$ cat config.mk
export PLATFORM = sky130hd
export DESIGN_NAME = uart_rx
export DESIGN_NICKNAME = d
export VERILOG_FILES = /design/src/rtl/uart_pkg.sv /design/src/rtl/uart_rx_tick.sv /design/src/rtl/uart_rx.sv
export SDC_FILE = /design/constraint.sdc
export NUM_CORES = 1
export LEC_CHECK = 0
export ABC_AREA = 1
export BUFFER_PORTS_ARGS = -buffer_cell sky130_fd_sc_hd__buf_2
export CORE_AREA = 2 2 80 121
export DETAILED_ROUTE_END_ITERATION = 8
export DIE_AREA = 0 0 82 123
export GPL_ROUTABILITY_DRIVEN = 0
export SLEW_MARGIN = 20
export SYNTH_ARGS = -nofsm -noshare
export SYNTH_HDL_FRONTEND = slang
export SYNTH_SLANG_ARGS = --single-unit
$ cat constraint.sdc
create_clock -name clk -period 2.4 [get_ports clk]
set_clock_uncertainty 0.2 [all_clocks]
set_input_delay 0.12 -clock clk [delete_from_list [all_inputs] [get_ports clk]]
set_output_delay 0.12 -clock clk [all_outputs]
set_load 0.01 [all_outputs]
$ cat src/rtl/uart_pkg.sv
// Shared UART definitions: receiver FSM encoding, parity codes and default baud divisors.
// Used by both the receive and transmit paths so frame rules stay identical.
package uart_pkg;

  typedef enum logic [2:0] {
    ST_IDLE   = 3'd0,
    ST_START  = 3'd1,
    ST_DATA   = 3'd2,
    ST_PARITY = 3'd3,
    ST_STOP   = 3'd4
  } rx_state_e;

  localparam logic [1:0] PAR_NONE     = 2'b00;
  localparam logic [1:0] PAR_ODD      = 2'b01;
  localparam logic [1:0] PAR_EVEN     = 2'b10;
  localparam logic [1:0] PAR_NONE_ALT = 2'b11;

  // Oversample-tick periods in clk cycles at 50 MHz.
  localparam int unsigned DIV_2400  = 1302;
  localparam int unsigned DIV_4800  = 651;
  localparam int unsigned DIV_9600  = 326;
  localparam int unsigned DIV_19200 = 163;

  localparam logic [3:0] TCNT_MID  = 4'd7;
  localparam logic [3:0] TCNT_LAST = 4'd15;
  localparam logic [2:0] BCNT_LAST = 3'd7;

  function automatic logic parity_enabled(input logic [1:0] ptype);
    return !(ptype == PAR_NONE || ptype == PAR_NONE_ALT);
  endfunction

  // Parity bit the transmitter appends for a given byte.
  function automatic logic parity_bit(input logic [1:0] ptype, input logic [7:0] data);
    logic pbit;
    case (ptype)
      PAR_ODD:  pbit = ~^data;
      PAR_EVEN: pbit = ^data;
      default:  pbit = 1'b0;
    endcase
    return pbit;
  endfunction

endpackage

$ cat src/rtl/uart_rx_tick.sv
// 16x oversample tick generator: selects the divisor for the latched rate and
// pulses tick for one clk at DIV-1; clr re-phases the counter to a start edge.
module uart_rx_tick
  import uart_pkg::*;
#(
  parameter int unsigned DIV0 = DIV_2400,
  parameter int unsigned DIV1 = DIV_4800,
  parameter int unsigned DIV2 = DIV_9600,
  parameter int unsigned DIV3 = DIV_19200
) (
  input  logic       clk,
  input  logic       rst,
  input  logic       clr,
  input  logic [1:0] baud_sel,
  output logic       tick
);

  localparam int CW = 16;

  logic [CW-1:0] div_m1;
  logic [CW-1:0] cnt_q;
  logic [CW-1:0] cnt_d;
  logic          wrap;

  always_comb begin
    case (baud_sel)
      2'b00:   div_m1 = CW'(DIV0 - 1);
      2'b01:   div_m1 = CW'(DIV1 - 1);
      2'b10:   div_m1 = CW'(DIV2 - 1);
      default: div_m1 = CW'(DIV3 - 1);
    endcase
  end

  // A rate change can leave the count above the new limit; wrap rather than run away.
  assign wrap = (cnt_q >= div_m1);

  always_comb begin
    cnt_d = cnt_q + CW'(1);
    if (clr || wrap) begin
      cnt_d = '0;
    end
  end

  always_ff @(posedge clk) begin
    if (rst) begin
      cnt_q <= '0;
    end else begin
      cnt_q <= cnt_d;
    end
  end

  assign tick = (cnt_q == div_m1) && !clr;

endmodule

$ cat src/rtl/uart_rx.sv
// UART receiver: 8 data bits LSB first, optional parity, one stop bit, 16x
// oversampling with mid-bit sampling; one-clk data_valid strobe with error flags.
module uart_rx
  import uart_pkg::*;
#(
  parameter int unsigned DIV0 = DIV_2400,
  parameter int unsigned DIV1 = DIV_4800,
  parameter int unsigned DIV2 = DIV_9600,
  parameter int unsigned DIV3 = DIV_19200
) (
  input  logic       clk,
  input  logic       rst,
  input  logic       rx,
  input  logic [1:0] baud_rate,
  input  logic [1:0] parity_type,
  output logic [7:0] data_out,
  output logic       data_valid,
  output logic       parity_err,
  output logic       frame_err,
  output logic       active
);

  // sync_q[0..1] are the metastability stages, sync_q[2] the previous sample for edge detect.
  logic [2:0] sync_q;
  logic [2:0] sync_d;
  logic       rx_s;
  logic       start_edge;
  logic       tick;

  rx_state_e  state_q;
  rx_state_e  state_d;
  logic [3:0] tcnt_q;
  logic [3:0] tcnt_d;
  logic [2:0] bcnt_q;
  logic [2:0] bcnt_d;
  logic [7:0] shift_q;
  logic [7:0] shift_d;
  logic [1:0] baud_q;
  logic [1:0] baud_d;
  logic [1:0] par_q;
  logic [1:0] par_d;
  logic       par_err_q;
  logic       par_err_d;

  logic [7:0] data_out_q;
  logic [7:0] data_out_d;
  logic       data_valid_q;
  logic       data_valid_d;
  logic       parity_err_q;
  logic       parity_err_d;
  logic       frame_err_q;
  logic       frame_err_d;
  logic       active_q;
  logic       active_d;

  logic       mid_hit;
  logic       end_hit;

  assign sync_d     = {sync_q[1:0], rx};
  assign rx_s       = sync_q[1];
  assign start_edge = (state_q == ST_IDLE) && sync_q[2] && !sync_q[1];
  assign mid_hit    = tick && (tcnt_q == TCNT_MID);
  assign end_hit    = tick && (tcnt_q == TCNT_LAST);

  uart_rx_tick #(
    .DIV0(DIV0),
    .DIV1(DIV1),
    .DIV2(DIV2),
    .DIV3(DIV3)
  ) u_tick (
    .clk     (clk),
    .rst     (rst),
    .clr     (start_edge),
    .baud_sel(baud_q),
    .tick    (tick)
  );

  always_ff @(posedge clk) begin
    if (rst) begin
      state_q <= ST_IDLE;
    end else begin
      state_q <= state_d;
    end
  end

  always_comb begin
    state_d = state_q;
    unique case (state_q)
      ST_IDLE: begin
        if (start_edge) state_d = ST_START;
      end
      ST_START: begin
        if (mid_hit) state_d = rx_s ? ST_IDLE : ST_DATA;
      end
      ST_DATA: begin
        if (end_hit && (bcnt_q == BCNT_LAST)) begin
          state_d = parity_enabled(par_q) ? ST_PARITY : ST_STOP;
        end
      end
      ST_PARITY: begin
        if (end_hit) state_d = ST_STOP;
      end
      ST_STOP: begin
        if (end_hit) state_d = ST_IDLE;
      end
      default: state_d = ST_IDLE;
    endcase
  end

  // Counters, shift register and frame-scoped latches.
  always_comb begin
    tcnt_d    = tcnt_q;
    bcnt_d    = bcnt_q;
    shift_d   = shift_q;
    baud_d    = baud_q;
    par_d     = par_q;
    par_err_d = par_err_q;

    if (state_d != state_q) begin
      tcnt_d = '0;
      bcnt_d = '0;
    end else begin
      if (tick) tcnt_d = tcnt_q + 4'd1;
      if (state_q == ST_DATA && end_hit) bcnt_d = bcnt_q + 3'd1;
    end

    if (start_edge) begin
      baud_d    = baud_rate;
      par_d     = parity_type;
      par_err_d = 1'b0;
    end

    if (state_q == ST_DATA && end_hit) begin
      shift_d = {rx_s, shift_q[7:1]};
    end

    if (state_q == ST_PARITY && end_hit) begin
      par_err_d = (rx_s != parity_bit(par_q, shift_q));
    end
  end

  // Registered outputs change only on start detection and frame exit.
  always_comb begin
    active_d     = active_q;
    data_out_d   = data_out_q;
    data_valid_d = 1'b0;
    parity_err_d = 1'b0;
    frame_err_d  = 1'b0;
    case (state_q)
      ST_IDLE: begin
        if (start_edge) active_d = 1'b1;
      end
      ST_START: begin
        if (state_d == ST_IDLE) active_d = 1'b0;
      end
      ST_STOP: begin
        if (state_d == ST_IDLE) begin
          active_d     = 1'b0;
          data_out_d   = shift_q;
          data_valid_d = 1'b1;
          parity_err_d = par_err_q;
          frame_err_d  = !rx_s;
        end
      end
      default: ;
    endcase
  end

  always_ff @(posedge clk) begin
    if (rst) begin
      sync_q       <= 3'b111;
      tcnt_q       <= '0;
      bcnt_q       <= '0;
      shift_q      <= '0;
      baud_q       <= '0;
      par_q        <= PAR_NONE;
      par_err_q    <= 1'b0;
      data_out_q   <= 8'h00;
      data_valid_q <= 1'b0;
      parity_err_q <= 1'b0;
      frame_err_q  <= 1'b0;
      active_q     <= 1'b0;
    end else begin
      sync_q       <= sync_d;
      tcnt_q       <= tcnt_d;
      bcnt_q       <= bcnt_d;
      shift_q      <= shift_d;
      baud_q       <= baud_d;
      par_q        <= par_d;
      par_err_q    <= par_err_d;
      data_out_q   <= data_out_d;
      data_valid_q <= data_valid_d;
      parity_err_q <= parity_err_d;
      frame_err_q  <= frame_err_d;
      active_q     <= active_d;
    end
  end

  assign data_out   = data_out_q;
  assign data_valid = data_valid_q;
  assign parity_err = parity_err_q;
  assign frame_err  = frame_err_q;
  assign active     = active_q;

  a_valid_single: assert property (@(posedge clk) disable iff (rst)
    data_valid_q |=> !data_valid_q);
  a_flags_qualified: assert property (@(posedge clk) disable iff (rst)
    !data_valid_q |-> !(parity_err_q || frame_err_q));

endmodule

==> Word level (Yosys, flattened, before mapping) <==
Cells that the tools add are included.
{ "totals": {"in_bits": 7, "regBits": 54} }
{ "op_classes": {"muxes": 17, "n_eq_ne": 17, "bitwise_logic": 2, "n_lt_le_gt_ge": 1, "add_sub_neg": 3, "reduce_logical": 27} }
{ "ops": {"columns": ["operator", "n"], "rows": [
  ["$pmux 11 s3", 1],
  ["$mux 3", 6],
  ["$add 16x1->16 const B", 1],
  ["$eq 16x11->1", 1],
  ["$ge 16x11->1", 1],
  ["$pmux 3 s5", 1],
  ["$logic_and 1x1->1", 8],
  ["$reduce_or 2->1", 4],
  ["$reduce_xnor 8->1", 1],
  ["$reduce_xor 8->1", 1],
  ["$eq 2x2->1 const B", 3],
  ["$eq 3x2->1 const B", 2],
  ["$eq 3x3->1 const B", 2],
  ["$logic_not 3->1", 2],
  ["$mux 1", 6],
  ["$add 4x1->4 const B", 1],
  ["$eq 2x1->1 const B", 2],
  ["$eq 4x3->1 const B", 1],
  ["$eq 4x4->1 const B", 1],
  ["$logic_not 2->1", 2],
  ["$ne 2x1->1 const B", 2],
  ["$pmux 1 s2", 2],
  ["$reduce_bool 2->1", 2],
  ["$add 3x1->3 const B", 1],
  ["other kinds (10)", 13]
]} }

==> Depth between registers and ports, before layout <==
Gate-level depths: netlist of the first run.
{ "logic_depth": {"depth_word": 12, "mapped_depth": 18, "mapped_depth_nobuf": 18} }

==> Modules after synthesis <==
Synthesis of the first run repeated with hierarchy kept, for this count alone.
{ "unflattened": {"cells_unflattened": 375, "hier_area_um2": 2817.7} }
{ "by_module_without_submodules": {"columns": ["module", "area_each_um2", "seq_area_each_um2", "cells_each", "n_inst"], "rows": [
  ["uart_rx", 1826.8, 760.7, 244, 1],
  ["uart_rx_tick", 991.0, 320.3, 131, 1]
]} }

==> Worst setup path after synthesis of the first run <==
OpenSTA, ideal clock, no wires.
{ "synth_timing": {"path_kind": "reg-to-reg", "start": "register baud_q[0]", "end": "register data_out_q[7], in the netlist data_out[7]", "arrival_ps": 2104, "slack_ps": -17, "n_path_buf": 1, "period_less_slack_ps": 2417, "path_stages_with_launch": 18, "required_ps": 2087, "cell_sequence": "dfxtp_1 inv_1 nand2_1 ha_1 inv_1 nor2_1 nand2_1 nor2_4 nand3_2 inv_2 nand2_1 nand3_2 nand3_2 nor2_2 nand3_4 buf_6 nor2_1 nor2_1"} }
{ "synth_via": {"elab_chain_cells": 10, "elab_cells_between_ends": 16} }
{ "synth_rtl": {"columns": ["element", "line", "rtl"], "rows": [
  ["start: declaration", "uart_rx.sv:38", "logic [1:0] baud_q;"],
  ["start signal: assignment", "uart_rx.sv:188", "baud_q <= baud_d;"],
  ["$eq 2x2->1 (tied with other cells)", "uart_rx_tick.sv:26", "case (baud_sel)"],
  ["$pmux 11 s3 *", "uart_rx_tick.sv:26", null],
  ["$eq 16x11->1 *", "uart_rx_tick.sv:52", "assign tick = (cnt_q == div_m1) && !clr;"],
  ["$logic_and 1x1->1 *", "uart_rx_tick.sv:52", null],
  ["$logic_and 1x1->1", "uart_rx.sv:63", "assign end_hit = tick && (tcnt_q == TCNT_LAST);"],
  ["$logic_and 1x1->1", "uart_rx.sv:96", "if (end_hit && (bcnt_q == BCNT_LAST)) begin"],
  ["$mux 3", "uart_rx.sv:96", null],
  ["$pmux 3 s5 *", "uart_rx.sv:88", "unique case (state_q)"],
  ["$logic_not 3->1 *", "uart_rx.sv:157", "if (state_d == ST_IDLE) begin"],
  ["$reduce_and 2->1 (no line) *", null, null],
  ["end signal: assignment", "uart_rx.sv:191", "data_out_q <= data_out_d;"],
  ["end: declaration", "uart_rx.sv:45", "logic [7:0] data_out_q;"]
]} }
Every way passes the cells marked *; elsewhere a longest branch is shown, timed or not.
A chain may end at the register's enable or synchronous reset.

==> Worst setup path in the final report of the first run <==
{ "layout_timing": {"start": "register baud_q[0]", "end": "register bcnt_q[2]"} }
{ "layout_via": {"elab_chain_cells": 10, "elab_cells_between_ends": 17} }
{ "layout_rtl": {"columns": ["element", "line", "rtl"], "rows": [
  ["$eq 2x2->1 (tied with other cells)", "uart_rx_tick.sv:26", null],
  ["$pmux 11 s3 *", "uart_rx_tick.sv:26", null],
  ["$eq 16x11->1 *", "uart_rx_tick.sv:52", null],
  ["$logic_and 1x1->1 *", "uart_rx_tick.sv:52", null],
  ["$logic_and 1x1->1", "uart_rx.sv:63", null],
  ["$logic_and 1x1->1", "uart_rx.sv:96", null],
  ["$mux 3", "uart_rx.sv:96", null],
  ["$pmux 3 s5", "uart_rx.sv:88", null],
  ["$ne 3x3->1", "uart_rx.sv:119", "if (state_d != state_q) begin"],
  ["$reduce_or 2->1 (no line)", null, null],
  ["end signal: assignment", "uart_rx.sv:186", "bcnt_q <= bcnt_d;"],
  ["end: declaration", "uart_rx.sv:34", "logic [2:0] bcnt_q;"]
]} }
Marks and branches as above.

==> results of run 1 <==
power by group:
part | switching [W] | internal (W)
registers | 0.00000919 | 0.000906
clock network | 0.000333 | 0.000498
logic | 0.0000696 | 0.0000490
total | 0.000412 | 0.00145
registers in the layout (all words and copies together) (netlist names), 2 cells and up:
| register | count |
|---|---|
| tcnt_q | 4 |
| shift_q | 8 |
| bcnt_q | 3 |
| state_q | 3 |
| par_q | 2 |
| u_tick.cnt_q | 16 |
| sync_q | 3 |
| baud_q | 2 |
| data_out | 8 |
repair_timing:
action / in CTS / in global routing
hold endpoints to repair: 5 / 0
hold buffers: 5 / 0
resized for setup: 26 / 8
pin swaps: 9 / 6
setup buffers: 6 / 1
endpoints found under the setup margin: 18 / 28
gates cloned: 1 / 1
final cells by class:
type	instances	area share, %
inverter	46	5.09
clock inverter	3	1.36
sequential	54	31.1
multi-input combinational	243	43.5
clock buffer	5	3.59
tap	112	4.02
timing repair buffer	56	11.3
routing by layer:
layer  up-vias  share of wire (%)  global-route usage [%]
met3         9                2.7                    2.19
li1       1230                  -                       -
met1      1041                 41                    13.9
met5         -                  0                       0
met4         0                1.8                    4.38
met2        32                 55                    24.2
through the flow:
step	hold slack, ns	TNS (ns)	cell area, sq um	setup slack, ns
2_1_floorplan	0.0238	0	2680	0.0359
3_3_place_gp	0.106	-2.50	3060	-0.161
3_5_place_dp	0.106	-3.04	3060	-0.221
4_1_cts	0.00850	-1.15	3450	-0.0860
5_1_grt	0.0364	-4.41	3490	-0.270
6_report	0.0154	-0.853	3490	-0.0688
path summary, 6_finish.rpt:
kind              cells past startpoint    endpoint       from
setup reg to reg                     15   bcnt_q[2]  baud_q[0]
hold / removal                        2  state_q[2]        rst
setup / recovery                     15   bcnt_q[2]  baud_q[0]
hold reg to reg                       1   sync_q[1]  sync_q[0]
placed cells by master, fill, tap and decap left out, types with 6 or more instances in the layout:
| master | instances |
|---|---|
| nand2_1 | 61 |
| dfxtp_1 | 53 |
| nor2_1 | 40 |
| inv_1 | 39 |
| buf_4 | 31 |
| a21oi_1 | 24 |
| nand3_1 | 20 |
| buf_2 | 18 |
| ha_1 | 14 |
| xor2_1 | 8 |
| inv_2 | 6 |
| nand2_2 | 6 |
| nor2_4 | 6 |
| nand4_1 | 6 |
| o21ai_0 | 6 |
| xnor2_1 | 6 |
| nor3b_1 | 6 |
Yosys cell counts (3+ instances only):
cell type / instances / area [sq um]
nand3_1: 20 / 100
dfxtp_1: 54 / 1080
ha_1: 17 / 213
inv_1: 44 / 165
or2_2: 3 / 18.8
xor2_1: 8 / 70.1
xnor2_1: 6 / 52.6
nand2_1: 68 / 255
a21oi_1: 27 / 135
nor3_1: 6 / 30.0
o21ai_0: 6 / 30.0
nand4_1: 6 / 37.5
nor3b_1: 6 / 45.0
nor2_1: 41 / 154
nor2_4: 4 / 45.0
nand3_2: 3 / 30.0
clkbuf_1: 7 / 26.3
logic make-up (layout without fill, tap and decap cells):
logic type | Yosys count | after routing
AND/OR/NAND/NOR | 168 | 169
buffers and inverters | 55 | 110
flip-flops | 54 | 54
AO/OA/AOI/OAI | 39 | 39
adder cells (fa/ha/maj) | 17 | 17
XOR/XNOR | 14 | 14
other | 1 | 4
worst register-to-register path, cell delays in order (launching register included):
cell and delay (ns):
dfxtp_4 0.38, inv_6 0.08, nand2_4 0.06, ha_4 0.27, inv_2 0.03, nor2_1 0.07, nand2_1 0.09, nor2_4 0.16
nand3_4 0.11, nor2_4 0.16, nand4_1 0.18, nand2_2 0.15, inv_2 0.07, a21oi_4 0.16, o21ai_4 0.12, a21oi_1 0.12
==> run metrics, run 1 <==
status finished with violations; failing checks setup timing; core area 9040 sq um; clock root cell clkbuf_16; TritonCTS clock tree built; Longest Clk Path Bufs 2; largest net degree at the start of global routing 19; cts bufs inserted 5; n_diodes 0; Post-synth EDFFs 0; routed len/inst 11.4 um; PwrDens 535 nW/um^2; Final Worst Setup Slack -0.0688 ns; simple-gate portion of the synthesized area 30.8%; grt total ovfl 0; H-Tree Depth 2; Hold Vio Cnt, Final 0; Die Y 123 um; Post-Synth XOR/XNOR Area 4.60%; Mapped Area 2670 sq um; Worst EP arrival 2.50 ns; GRT Total Usage 12.8%; Syn Inst Count 348; largest family of logic cells by synthesized area simple AND/OR/NAND/NOR gates; I/O pins 19; global-route wire length before repair 9.99 mm; fmax 0.405 GHz; mux cell area share after synthesis 0%; unrepaired setup endpoints after global routing true; initial drt markers 58; critical path required time 2.43 ns; max-cap viol count 0; fin util 38.6%; fin crit share 103%; vias 2312; leakage 1.52 nW; Worst R2R Setup Slack -0.07 ns; Netlist cell types 35; worst setup path class flop to flop; Layout area overhead 30.8%; Top delay family on crit path simple AND/OR/NAND/NOR gates; clock sink total 54; Die Wd 82 um; multi-input logic area 1520 sq um; layout filler cell count 942; Post-Synth Adder-Cell Area 7.97%; Seq cells post-synth 54; Compound-Gate Fraction of Synth Area 7.93%; Clock Latency Late Sink 0.29 ns; Worst IR Drop VDD 0.000307 V; Worst Path Buf+Inv 3; worst min path class input port to flop; Main synth FF type dfxtp_1; placed cells 498; total power draw 0.00187 W; sequential area share after synthesis 40.5%; Critical Path Start Type flop; DRT Wirelength 5.92 mm; share of cells above drive strength 1 25.1%; vias in the first global route 2235; Setup-failing EPs final 16; Initial Util 29.5%; FF/Latch Area 1080 sq um; Antenna Violating Nets Remaining 0; Core Rows 43; async set-reset flop share out of synthesis 0%; slowest stage delay, CP 0.38 ns; initial antenna violation count 0; Reg clk slew, reported paths 0.07 ns; YS warnings 0; Pre-antenna DRT Iters 4; final net count 430; post-route insts no fill 519; Crit. End Element flop; Critical Path Fanout Max 7; vias per cell 4.45; max-slew violations 0; Slowest cell on crit path dfxtp_4; cells along the critical path inv_6 > nand2_4 > ha_4 > inv_2 > nor2_1 > nand2_1 > nor2_4 > nand3_4 > nor2_4 > nand4_1 > nand2_2 > inv_2 > a21oi_4 > o21ai_4 > a21oi_1; Tmin final 2.47 ns; Avg Cell Area, Syn 7.67 sq um; die area 10100 sq um; # port buffers 18; DR DRC count 0; hpwl dp 4.30 mm
Note: power is estimated with default switching activity, not from simulation.
==> inputs of run 2 (changes only) <==
--- a/config.mk
+++ b/config.mk
@@ -6,11 +6,12 @@
 export NUM_CORES = 1
 export LEC_CHECK = 0
 export ABC_AREA = 1
-export BUFFER_PORTS_ARGS = -buffer_cell sky130_fd_sc_hd__buf_2
-export CORE_AREA = 2 2 80 121
+export BUFFER_PORTS_ARGS = -buffer_cell sky130_fd_sc_hd__clkbuf_2
+export CORE_AREA = 5 5 83 124
 export DETAILED_ROUTE_END_ITERATION = 8
-export DIE_AREA = 0 0 82 123
+export DIE_AREA = 0 0 88 129
 export GPL_ROUTABILITY_DRIVEN = 0
+export PLACE_DENSITY = 0.52
 export SLEW_MARGIN = 20
 export SYNTH_ARGS = -nofsm -noshare
 export SYNTH_HDL_FRONTEND = slang
==> run 2 against run 1 <==
  * The run still ends with setup timing left
  * Clock power is 1% higher
  * Flip-flop and latch count stayed put
  * First-iteration DRC count is 16% lower
  * Worst hold slack better by 0.054 ns
  * Combinational power increased by 24%
  * Die area grew 13%
  * Fmax down 1.4%
  * Non-clock buffer count grew 2
  * Highest routed layer unchanged
==> run metrics, run 2 (same netlist as run 1, synthesis figures left out) <==
Reg clk slew, reported paths 0.07 ns (about the same); total power draw 0.00190 W (+2.1%); Layout area overhead 36.5%; status finished with violations; max-slew violations 0 (unchanged); grt total ovfl 0 (unchanged); Post-Place Setup Slack -0.196 ns (+0.0250 ns); Pre-antenna DRT Iters 4 (unchanged); core area 9090 sq um (+0.60%); commonest non-fill, non-tap cells in the layout nand2_1, dfxtp_1, inv_1; Clock Latency Late Sink 0.29 ns (about the same); Worst EP arrival 2.50 ns (about the same); Worst R2R Setup Slack -0.10 ns (-0.04 ns); die area 11400 sq um (+13%); hpwl dp 4.43 mm (+2.9%); multi-input logic area 1630 sq um (+7.4%); share of cells above drive strength 1 30.2% (+5.2 points); fin util 40.0% (+1.5 points); cts bufs inserted 5 (unchanged); TritonCTS clock tree built; H-Tree Depth 2 (unchanged); Core Rows 43 (unchanged); routed len/inst 12.3 um (+7.7%); clock root cell clkbuf_16; vias 2382 (+3.0%); n_diodes 0 (unchanged); DR DRC count 0 (unchanged); DRT Wirelength 6.41 mm (+8.3%); Die Wd 88 um (+7.3%); commonest non-fill, non-tap cell in the layout nand2_1; failing checks setup timing; Die Y 129 um (+4.9%); Worst IR Drop VDD 0.000276 V (-10%); I/O pins 19 (unchanged); Longest Clk Path Bufs 2 (unchanged); vias in the first global route 2439 (+9.1%); max reg flops 16 (unchanged); Setup-failing EPs final 19 (+3); fmax 0.399 GHz (-1.4%); Critical Path Fanout Max 6 (-1); PwrDens 523 nW/um^2 (-2.2%); max-cap viol count 0 (unchanged); Reg with most FFs u_tick.cnt_q; # port buffers 18 (unchanged); unrepaired setup endpoints after global routing true; Critical Path Start Type flop; layout filler cell count 907 (-3.7%); worst setup path class flop to flop; leakage 1.54 nW (+0.76%); Worst slew margin 66.3%; vias per cell 4.56 (+2.4%); Crit. End Element flop; clock sink total 54 (unchanged); largest net degree at the start of global routing 19 (unchanged); worst min path class input port to flop; critical path required time 2.39 ns (-0.04 ns); Antenna Violating Nets Remaining 0 (unchanged); initial drt markers 49 (-16%); Worst Tran Pin Value 0.502 ns; Final Worst Setup Slack -0.105 ns (-0.0358 ns); Hold Vio Cnt, Final 0 (unchanged); global-route wire length before repair 10.8 mm (+8.1%); fin crit share 104% (+1.5 points); Initial Util 29.3% (-0.17 points); GRT Total Usage 11.9% (-0.89 points); Tmin final 2.50 ns (+0.0358 ns); initial antenna violation count 0 (unchanged); FF/Latch Area 1090 sq um (+0.35%); final net count 434 (+0.93%)
-- run 2: cell types whose count changed in the layout (fill, tap and decap cells not counted), sizes merged --
cell,delta
clkinv,-1
buf,-16
clkbuf,+19
nand3,+2
inv,-1
-- run 2: worst paths after layout --
path | startpoint | end | depth (start not counted)
worst max-delay path | baud_q[0] | data_out[4] | 17
worst max register to register | baud_q[0] | data_out[4] | 17
worst min-delay path | rst | shift_q[7] | 2
worst min register to register | sync_q[0] | sync_q[1] | 1
-- run 2: per-stage QoR --
step,area [sq um],instances,setup TNS [ns],hold slack [ns]
6_report,3640,522,-1.00,0.0696
4_1_cts,3450,517,-1.67,0.0884
2_1_floorplan,2680,351,0,0.0238
3_5_place_dp,3060,498,-3.26,0.116
3_3_place_gp,3060,498,-2.43,0.108
5_1_grt,3640,522,-3.82,0.107
-- run 2: report_power, final --
group | switching, W | total [W] | internal (W)
logic | 0.0000803 | 0.000148 | 0.0000679
clock network | 0.000324 | 0.000840 | 0.000516
registers | 0.0000105 | 0.000916 | 0.000906
total | 0.000415 | 0.00190 | 0.00149
-- run 2: layout make-up --
type,count,area share (%)
multi-input cells,245,44.8
flip-flops and latches,54,29.9
repair buffers,58,11.8
inverters,46,5.09
well taps,112,3.85
clock buffers,6,3.81
clock inverters,1,0.825
-- run 2: repair_timing --
item                                    in CTS  in global routing
buffers inserted                             4                  6
pin swaps                                   16                 17
endpoints found under the hold margin        5                  0
endpoints found under the setup margin      27                 29
cloned                                       3                  0
hold buffers                                 5                  0
resized for setup                           27                 29
-- run 2: layer usage --
layer	part of all wire (%)	GRT usage, %	routed length, um	vias up
met2	54	22.7	3430	33
met1	41	12.7	2630	1089
met5	0	0	0	-
met4	2.7	3.88	171	0
met3	2.6	2.37	169	17
li1	-	-	-	1243
-- run 2: critical path: stages (launching register included) --
cell     delay (ns)
dfxtp_4        0.39
inv_8          0.09
nand2_8        0.06
ha_4           0.26
inv_2          0.03
nor2_2         0.08
nand2_2        0.07
nor2_4         0.14
nand3_1        0.15
nor3_2         0.19
nand3_1        0.12
nand2_1        0.14
nor2_4         0.05
buf_4          0.17
nand3_4        0.12
nand2_1        0.06
nand2_1        0.05
nor2_1         0.04
